===== config.mk =====
export PLATFORM = sky130hd
export DESIGN_NAME = adder_wrapper
export DESIGN_NICKNAME = d
export VERILOG_FILES = /design/src/rtl/adder_wrapper.sv
export SDC_FILE = /design/constraint.sdc
export NUM_CORES = 2
export LEC_CHECK = 0
export ABC_AREA = 0
export CORE_AREA = 2 2 386 388
export CTS_BUF_LIST = sky130_fd_sc_hd__clkbuf_4
export CTS_CLUSTER_DIAMETER = 150
export CTS_CLUSTER_SIZE = 40
export DETAILED_ROUTE_END_ITERATION = 16
export DIE_AREA = 0 0 388 390
export PLACE_DENSITY = 0.55
export SYNTH_ARGS = -nofsm -noshare
export SYNTH_HDL_FRONTEND = slang
export SYNTH_SLANG_ARGS = --single-unit
export TNS_END_PERCENT = 100

===== constraint.sdc =====
create_clock -name pi_clk -period 30.2 [get_ports pi_clk]
set_input_delay 4.53 -clock pi_clk [delete_from_list [all_inputs] [get_ports pi_clk]]
set_output_delay 4.53 -clock pi_clk [all_outputs]
set_load 0.02 [all_outputs]

===== src/rtl/adder_wrapper.sv =====
// adder_wrapper: multi-limb add/subtract of two bus-selected operands, lo and up result streams
// Latency: limb sampled at edge t is on the outputs after edge t+2; extension limb follows the last limb
// Backpressure: none; every valid input limb is accepted, input gaps pass through as output gaps
module adder_wrapper #(
    parameter int g_data_width = 64,
    parameter int g_addr_width = 9,
    parameter int g_ctrl_width = 8,
    parameter int g_id         = 3
) (
    input  logic                    pi_clk,
    input  logic                    pi_rst,
    input  logic [g_ctrl_width-1:0] pi_ctrl_ch_A,
    input  logic [g_ctrl_width-1:0] pi_ctrl_ch_B,
    input  logic                    pi_ctrl_valid_n,
    input  logic                    pi_data_last,
    input  logic                    pi_data_wr_en,
    input  logic [g_data_width-1:0] pi_data_0,
    input  logic [g_data_width-1:0] pi_data_1,
    input  logic [g_data_width-1:0] pi_data_2,
    input  logic [g_data_width-1:0] pi_data_3,
    input  logic [g_data_width-1:0] pi_data_4,
    input  logic [g_data_width-1:0] pi_data_5,
    input  logic [g_data_width-1:0] pi_data_6,
    input  logic [g_data_width-1:0] pi_data_7,
    input  logic [g_data_width-1:0] pi_data_8,
    input  logic [g_data_width-1:0] pi_data_9,
    input  logic [g_data_width-1:0] pi_data_10,
    input  logic [g_data_width-1:0] pi_data_11,
    input  logic [g_data_width-1:0] pi_data_12,
    output logic [g_data_width-1:0] po_data_lo,
    output logic [g_data_width-1:0] po_data_up,
    output logic                    po_data_last,
    output logic                    po_data_wr_en,
    output logic                    po_data_all_ones,
    output logic [1:0]              po_data_zero
);

    // The register-file address width has no role in this unit; the empty
    // block only keeps the parameter referenced for lint.
    if (g_addr_width < 1) begin : g_addr_width_unused
    end

    localparam logic [5:0] ID6 = 6'(g_id);

    typedef enum logic [1:0] {S_IDLE, S_SEL, S_RUN, S_EXT} state_t;

    state_t                  state;
    state_t                  state_nxt;
    logic                    take_frame;
    logic                    abort;
    logic                    id_hit;

    logic                    oper;          // 1 = subtract
    logic [g_ctrl_width-1:0] src_a;
    logic [g_ctrl_width-1:0] src_b;
    logic [1:0]              ext_cnt;

    // Operand bus array; slots 13..15 are constant zero so any index >12 reads 0.
    logic [g_data_width-1:0] bus [16];
    logic [g_data_width-1:0] op_a;
    logic [g_data_width-1:0] op_b;

    // Stage 1: captured operands
    logic                    s1_vld;
    logic                    s1_last;
    logic [g_data_width-1:0] s1_a;
    logic [g_data_width-1:0] s1_b;

    // Stage 2: computed limbs and carry/borrow chains
    logic                    c_lo;
    logic                    c_up;
    logic                    ext_pend;
    logic                    r_vld;
    logic                    r_last;
    logic [g_data_width-1:0] r_lo;
    logic [g_data_width-1:0] r_up;
    logic [g_data_width:0]   sum_lo;
    logic [g_data_width:0]   sum_up;

    // Output-side zero trackers over the whole stream
    logic                    z_lo;
    logic                    z_up;

    assign bus[0]  = pi_data_0;
    assign bus[1]  = pi_data_1;
    assign bus[2]  = pi_data_2;
    assign bus[3]  = pi_data_3;
    assign bus[4]  = pi_data_4;
    assign bus[5]  = pi_data_5;
    assign bus[6]  = pi_data_6;
    assign bus[7]  = pi_data_7;
    assign bus[8]  = pi_data_8;
    assign bus[9]  = pi_data_9;
    assign bus[10] = pi_data_10;
    assign bus[11] = pi_data_11;
    assign bus[12] = pi_data_12;
    assign bus[13] = '0;
    assign bus[14] = '0;
    assign bus[15] = '0;

    assign op_a = (src_a < g_ctrl_width'(13)) ? bus[src_a[3:0]] : '0;
    assign op_b = (src_b < g_ctrl_width'(13)) ? bus[src_b[3:0]] : '0;

    assign id_hit = !pi_ctrl_valid_n && (pi_ctrl_ch_A[5:0] == ID6);

    // State register
    always_ff @(posedge pi_clk or posedge pi_rst) begin
        if (pi_rst) state <= S_IDLE;
        else        state <= state_nxt;
    end

    // Next-state logic; a matching frame outside IDLE restarts the operation
    always_comb begin
        state_nxt  = state;
        take_frame = 1'b0;
        abort      = 1'b0;
        if (state != S_IDLE && id_hit) begin
            take_frame = 1'b1;
            abort      = 1'b1;
            state_nxt  = S_SEL;
        end else begin
            case (state)
                S_IDLE: if (id_hit) begin
                    take_frame = 1'b1;
                    state_nxt  = S_SEL;
                end
                S_SEL:  state_nxt = S_RUN;
                S_RUN:  if (pi_data_wr_en && pi_data_last) state_nxt = S_EXT;
                // Stay until the extension limb has reached the outputs
                S_EXT:  if (ext_cnt == 2'd2) state_nxt = S_IDLE;
                default: state_nxt = S_IDLE;
            endcase
        end
    end

    // Frame fields: operation from word 0, source indices from word 1
    always_ff @(posedge pi_clk or posedge pi_rst) begin
        if (pi_rst) begin
            oper    <= 1'b0;
            src_a   <= '0;
            src_b   <= '0;
            ext_cnt <= 2'd0;
        end else begin
            if (take_frame) oper <= pi_ctrl_ch_A[6];
            if (state == S_SEL && !abort) begin
                src_a <= pi_ctrl_ch_A;
                src_b <= pi_ctrl_ch_B;
            end
            if (state == S_EXT && state_nxt == S_EXT) ext_cnt <= ext_cnt + 2'd1;
            else                                      ext_cnt <= 2'd0;
        end
    end

    // Stage 1: capture the selected operand limbs
    always_ff @(posedge pi_clk or posedge pi_rst) begin
        if (pi_rst) begin
            s1_vld  <= 1'b0;
            s1_last <= 1'b0;
            s1_a    <= '0;
            s1_b    <= '0;
        end else begin
            s1_vld  <= (state == S_RUN) && pi_data_wr_en && !abort;
            s1_last <= (state == S_RUN) && pi_data_wr_en && pi_data_last && !abort;
            s1_a    <= op_a;
            s1_b    <= op_b;
        end
    end

    // Limb arithmetic; bit g_data_width of each sum is the outgoing carry/borrow
    always_comb begin
        sum_lo = '0;
        sum_up = '0;
        if (oper) begin
            sum_lo = {1'b0, s1_a} - {1'b0, s1_b} - {{g_data_width{1'b0}}, c_lo};
            sum_up = {1'b0, s1_b} - {1'b0, s1_a} - {{g_data_width{1'b0}}, c_up};
        end else begin
            sum_lo = {1'b0, s1_a} + {1'b0, s1_b} + {{g_data_width{1'b0}}, c_lo};
            sum_up = {1'b0, s1_a} + {1'b0, s1_b} + {{g_data_width{1'b0}}, c_up};
        end
    end

    // Stage 2: register result limbs, hold chains across gaps, then emit the extension limb
    always_ff @(posedge pi_clk or posedge pi_rst) begin
        if (pi_rst) begin
            c_lo     <= 1'b0;
            c_up     <= 1'b0;
            ext_pend <= 1'b0;
            r_vld    <= 1'b0;
            r_last   <= 1'b0;
            r_lo     <= '0;
            r_up     <= '0;
        end else if (abort || state == S_SEL) begin
            c_lo     <= 1'b0;
            c_up     <= 1'b0;
            ext_pend <= 1'b0;
            r_vld    <= 1'b0;
            r_last   <= 1'b0;
        end else if (s1_vld) begin
            c_lo     <= sum_lo[g_data_width];
            c_up     <= sum_up[g_data_width];
            ext_pend <= s1_last;
            r_vld    <= 1'b1;
            r_last   <= 1'b0;
            r_lo     <= sum_lo[g_data_width-1:0];
            r_up     <= sum_up[g_data_width-1:0];
        end else if (ext_pend) begin
            ext_pend <= 1'b0;
            r_vld    <= 1'b1;
            r_last   <= 1'b1;
            r_lo     <= oper ? {g_data_width{c_lo}} : {{(g_data_width-1){1'b0}}, c_lo};
            r_up     <= oper ? {g_data_width{c_up}} : {{(g_data_width-1){1'b0}}, c_up};
        end else begin
            r_vld    <= 1'b0;
            r_last   <= 1'b0;
        end
    end

    // Output registers and status flags; flags are only raised with the final limb
    always_ff @(posedge pi_clk or posedge pi_rst) begin
        if (pi_rst) begin
            po_data_lo       <= '0;
            po_data_up       <= '0;
            po_data_last     <= 1'b0;
            po_data_wr_en    <= 1'b0;
            po_data_all_ones <= 1'b0;
            po_data_zero     <= 2'b00;
            z_lo             <= 1'b0;
            z_up             <= 1'b0;
        end else if (abort) begin
            po_data_lo       <= '0;
            po_data_up       <= '0;
            po_data_last     <= 1'b0;
            po_data_wr_en    <= 1'b0;
            po_data_all_ones <= 1'b0;
            po_data_zero     <= 2'b00;
            z_lo             <= 1'b1;
            z_up             <= 1'b1;
        end else begin
            po_data_wr_en    <= r_vld;
            po_data_lo       <= r_vld ? r_lo : '0;
            po_data_up       <= r_vld ? r_up : '0;
            po_data_last     <= r_vld && r_last;
            po_data_all_ones <= r_vld && r_last && (&r_lo);
            po_data_zero     <= (r_vld && r_last) ? {z_up && (r_up == '0), z_lo && (r_lo == '0)} : 2'b00;
            if (state == S_SEL) begin
                z_lo <= 1'b1;
                z_up <= 1'b1;
            end else if (r_vld) begin
                z_lo <= z_lo && (r_lo == '0);
                z_up <= z_up && (r_up == '0);
            end
        end
    end

endmodule


-- Word level (Yosys, flattened, before mapping)
Cells that the tools add are included.
- logic and storage cells: 122
- bits of input ports: 853
- register bits after elaboration: 419
- output and inout bits: 133
- add/subtract/negate cells: 8
- reductions and logical operators: 25
- equal/unequal tests: 6
- mux-type cells: 52
- bitwise operators: 3
- order comparisons: 4
- operators by type and width (cell ; number):
    $mux W64 ; 16
    $bmux W64 S4 ; 2
    $add A65 B1 Y65 ; 2
    $mux W65 ; 2
    $sub A64 B64 Y65 ; 2
    $sub A65 B1 Y65 ; 2
    $logic_not A64 Y1 ; 2
    $add A64 B64 Y65 ; 1
    $reduce_and A64 Y1 ; 1
    $mux W1 ; 24
    $lt A8 B4 Y1 const B ; 2
    $mux W2 ; 7
    $logic_and A1 B1 Y1 ; 13
    $ge A5 B5 Y1 const B ; 2
    $not A4 Y5 ; 2
    $eq A2 B2 Y1 const B ; 4
    $pmux W2 S4 ; 1
    $eq A6 B2 Y1 const B ; 1
    $reduce_bool A2 Y1 ; 3
    $reduce_bool A3 Y1 ; 1
    $add A2 B1 Y2 const B ; 1
    $eq A2 B1 Y1 const B ; 1
    $logic_not A1 Y1 ; 2
    $logic_not A2 Y1 ; 1
    other kinds (3) ; 3

-- Logic depth before layout (Yosys ltp)
- depth after elaboration: 8
- gate-level depth with buffers: 19
- mapped depth without buffers: 19

-- Worst setup path after synthesis
Ideal clock, no wire load.
- kind: in2reg
- start point: in pi_ctrl_ch_A[3]
- end point: reg r_lo[18]
- stages on the path: 10
- arrival time: 6820 ps
- data required time: 30122 ps
- path slack: 23303 ps
- buffers on the path: 2
- setup time: 78 ps
- cell sequence: nor4_1 nand4b_1 mux2_2 o21ai_1 clkinv_1 o21ai_0 clkbuf_1 clkbuf_1 o22ai_1 a21oi_1
- word-level cells in the longest chain between the ends: 7
- ends and longest elaborated chain (element ; RTL line ; source):
    from (decl) ; 12 ; input logic [g_ctrl_width-1:0] pi_ctrl_ch_A,
    $eq A6 B2 Y1 ; 104 ; assign id_hit = !pi_ctrl_valid_n && (pi_ctrl_ch_A[5:0] == ID6);
    $logic_and A1 B1 Y1 ; 104 ;
    $logic_and A1 B1 Y1 ; 117 ; if (state != S_IDLE && id_hit) begin
    $mux W1 ; 117 ;
    $logic_or A1 B1 Y1 ; 192 ; end else if (abort || state == S_SEL) begin
    $not A1 Y1 (no source line) ; -- ;
    $reduce_and A2 Y1 (no source line) ; -- ;
    to (signal assigned) ; 204 ; r_lo <= sum_lo[g_data_width-1:0];
    to (signal assigned) ; 210 ; r_lo <= oper ? {g_data_width{c_lo}} : {{(g_data_width-1){1'b0}}, c_lo};
    to (decl) ; 75 ; logic [g_data_width-1:0] r_lo;
No other way between the ends.
A chain may end at the register's enable or synchronous reset.

-- Final worst setup path
- start point: in pi_ctrl_ch_A[3]
- end point: reg r_up[61]
- word-level cells in the longest chain between the ends: 7
- ends and longest elaborated chain (element ; RTL line ; source):
    $eq A6 B2 Y1 ; 104 ;
    $logic_and A1 B1 Y1 ; 104 ;
    $logic_and A1 B1 Y1 ; 117 ;
    $mux W1 ; 117 ;
    $logic_or A1 B1 Y1 ; 192 ;
    $not A1 Y1 (no source line) ; -- ;
    $reduce_and A2 Y1 (no source line) ; -- ;
    to (signal assigned) ; 205 ; r_up <= sum_up[g_data_width-1:0];
    to (signal assigned) ; 211 ; r_up <= oper ? {g_data_width{c_up}} : {{(g_data_width-1){1'b0}}, c_up};
    to (decl) ; 76 ; logic [g_data_width-1:0] r_up;
No other way between the ends.

==> out/metrics.cfg <==
[global_route]
antenna_found_initial = 125
grt_pass1_wl_um = 340000
grt_overflow = 0
grt_pass1_vias = 43100
grt_max_degree = 115
track_usage = 0.313

[drt]
drtAntennaViolNets = 0
first_pass_iters = 6
viasPerCell = 6.02
drc = 0
drt_iter0_markers = 5769
routed-via-count = 45800
drt_wl_total_um = 247000
routedWlPerCell_um = 32.5

[yosys]
ys_types = 107
yosys_warnings = 0
ys_seq_elements = 419
synthesis.nets = 6022
syn_inst = 4881
synth-main-ff-cell = dfrtp_1
syn_avg_cell_area_um2 = 9.34
netlist_area_um2 = 45600
synth_edf_count = 0
async_flop_share = 1.00
seq_area_frac_synth = 0.230

[floorplanning]
die-height_um = 390
die_w_um = 388
coreArea_um2 = 147000
placement_rows = 141
die_area_um2 = 151000
start_util = 0.310
io_pins = 986

[clock_network]
cts_sinks = 419
root_buffer = clkbuf_4
cts_max_level = 1
postCtsSetupBuffers = 0
cts_tree = done
cts_resized = 0
clk_path_buf_depth = 3
numCtsBuffers = 16
clk_latency_ns = 1.09
hold_buffers = 0
clkTransAtPathRegs_ns = 0.40

[finish]
drive_gt1_frac = 0.105
syn_to_final_growth_pct = 26.2
stdcell_count = 7608
fin_nets = 6742
fin_area_um2 = 57500

[sta]
post-route-period-util = 0.279
setup_viol = 0
worst_slew_pin_slew_ns = 1.24
slew_viol_final = 0
whs_ns = 0.437
rsz0062_at_grt = false
clock_skew_ns = 0.0773
hold_viol = 0
final.setup.tns_ns = 0
period_minus_slack_ns = 8.44
slew_headroom = 0.163
timing.fmax_mhz = 119

[worst_setup_path]
r2r_cells = 20
r2r-start = c_up$_DFFE_PP0P_
crit_chain = clkdlybuf4s50_1 > nor4_1 > nand4b_1 > mux2_2 > o21ai_1 > clkinv_2 > nand2_1 > buf_4 > o22ai_1 > a211oi_1
path_class = in2reg
r2r_end = r_up[52]$_DFFE_PP0P_
worstPathArrival_ns = 9.45
critPathLaunchType = input port
required_ns = 31.21
worstPathMaxFanout = 62
rrSetupSlack_ns = 23.71
cp_slowest_stage_delay_ns = 0.89
crit_slowest_cell = clkinv_2
crit_path_end_kind = register

[flow_run]
drv_cap = 0

[placement]
place_area_um2 = 57100
dp_hpwl_um = 208000
gp_congestion = 1.02
portBuffers = 985
placed_cells = 7513

[power_and_ir_drop]
p_leak_uw = 0.0224
p_total_uw = 7070
vdd_drop_max_mv = 0.0683
powerDensity_nw_per_um2 = 123

[min_path]
hold_start = ext_cnt[0]$_DFF_PP0_
holdPathEnd = ext_cnt[0]$_DFF_PP0_
hold_path.class = reg2reg
hold_depth = 1

[outcome]
status = completed

[stage by stage]
stage,utilization,setup slack [ns]
CTS,0.390,21.87
global route,0.391,21.43
detailed placement,0.388,20.68
finish,0.391,21.76
global placement,0.388,20.74
floorplan,-,14.01
[worst max-delay path by stage]
stage                     cells after the start  slack [ns]              endpoint       startpoint
after detailed placement                     10       20.68  r_up[61]$_DFFE_PP0P_  pi_ctrl_ch_A[3]
after CTS                                    10       21.87  r_up[61]$_DFFE_PP0P_  pi_ctrl_ch_A[3]
after floorplan                               1       14.01      c_lo$_DFFE_PP0P_           pi_rst
after global placement                       10       20.74  r_up[61]$_DFFE_PP0P_  pi_ctrl_ch_A[3]
after global routing                         10       21.43  r_up[61]$_DFFE_PP0P_  pi_ctrl_ch_A[3]
final                                        10       21.76  r_up[61]$_DFFE_PP0P_  pi_ctrl_ch_A[3]
[metal layers]
layer | global-route usage | share of wire | wire (um)
met3 | 0.0918 | 0.11 | 27300
met5 | 0 | 0.0015 | 368
met2 | 0.437 | 0.41 | 101000
met1 | 0.454 | 0.45 | 110000
met4 | 0.107 | 0.034 | 8490
[flip-flops by register name, indices dropped and copies added (netlist names), 2 cells and up]
name	flops
r_lo	64
src_b	8
po_data_up	64
src_a	8
r_up	64
s1_b	64
state	2
po_data_zero	2
ext_cnt	2
s1_a	64
po_data_lo	64
[layout by cell type (no fill, tap or decap), types with 26 or more instances in the layout]
| cell type | netlist | final |
|---|---|---|
| a211oi_1 | 164 | 164 |
| a21o_1 | 56 | 56 |
| a21oi_1 | 272 | 271 |
| a221oi_1 | 175 | 175 |
| a31oi_1 | 35 | 35 |
| and2_1 | 169 | 168 |
| and3_1 | 32 | 32 |
| buf_4 | 0 | 52 |
| clkdlybuf4s50_1 | 0 | 985 |
| dfrtp_1 | 419 | 413 |
| diode_2 | 0 | 70 |
| ha_1 | 283 | 283 |
| inv_1 | 320 | 317 |
| mux2i_1 | 148 | 148 |
| mux4_2 | 384 | 384 |
| nand2_1 | 289 | 287 |
| nand2b_1 | 30 | 30 |
| nand3_1 | 81 | 81 |
| nand4_1 | 69 | 69 |
| nor2_1 | 397 | 396 |
| nor2b_1 | 50 | 49 |
| nor3_1 | 80 | 78 |
| nor4_1 | 85 | 84 |
| o211ai_1 | 41 | 41 |
| o21ai_0 | 182 | 181 |
| o21bai_1 | 35 | 35 |
| o22ai_1 | 26 | 26 |
| o31ai_1 | 42 | 42 |
| xnor2_1 | 206 | 206 |
| xor2_1 | 112 | 112 |
[synth_stat cells, types with 148 or more instances]
library cell  instances  area [um^2]
a211oi_1            164         1230
a21oi_1             272         1360
a221oi_1            175         1530
and2_1              169         1060
clkbuf_1            266          998
dfrtp_1             419        10500
ha_1                283         3540
inv_1               320         1200
mux2i_1             148         1480
mux4_2              384         8650
nand2_1             289         1080
nor2_1              397         1490
o21ai_0             182          911
xnor2_1             206         1800
[final cells by class]
cell class / count / area [um^2]
Clock inverter: 7 / 123
Sequential cell: 419 / 10500
Tap cell: 1930 / 2410
Antenna cell: 70 / 175
Multi-Input combinational cell: 3798 / 32600
Timing Repair Buffer: 1040 / 10300
Fill cell: 14900 / 89600
Clock buffer: 18 / 135
Inverter: 326 / 1250
[report_power, final]
part	switching, uW	internal (uW)
clock network	200	37.6
logic	3650	2180
registers	257	746
total	4110	2960
[cells by family (layout without fill, tap and decap cells)]
| kind of cell | after synthesis | after routing | share of synthesized area |
|---|---|---|---|
| other cells | 0 | 70 | 0 |
| compound gates | 1203 | 1203 | 0.183 |
| flops | 419 | 419 | 0.230 |
| xor+xnor | 318 | 318 | 0.0611 |
| simple gates | 1414 | 1414 | 0.158 |
| buf+inv | 664 | 1391 | 0.0554 |
| fa+ha+maj | 313 | 313 | 0.0854 |
| mux | 550 | 550 | 0.227 |
[worst max-delay path: cells and delay by family]
family	cells	cell delay (ns)
and+or+nand+nor	3	1.29
muxes	1	0.74
buffers and inverters	3	1.91
AOI/OAI and AO/OA	3	0.91
(Power assumes the default switching activity.)
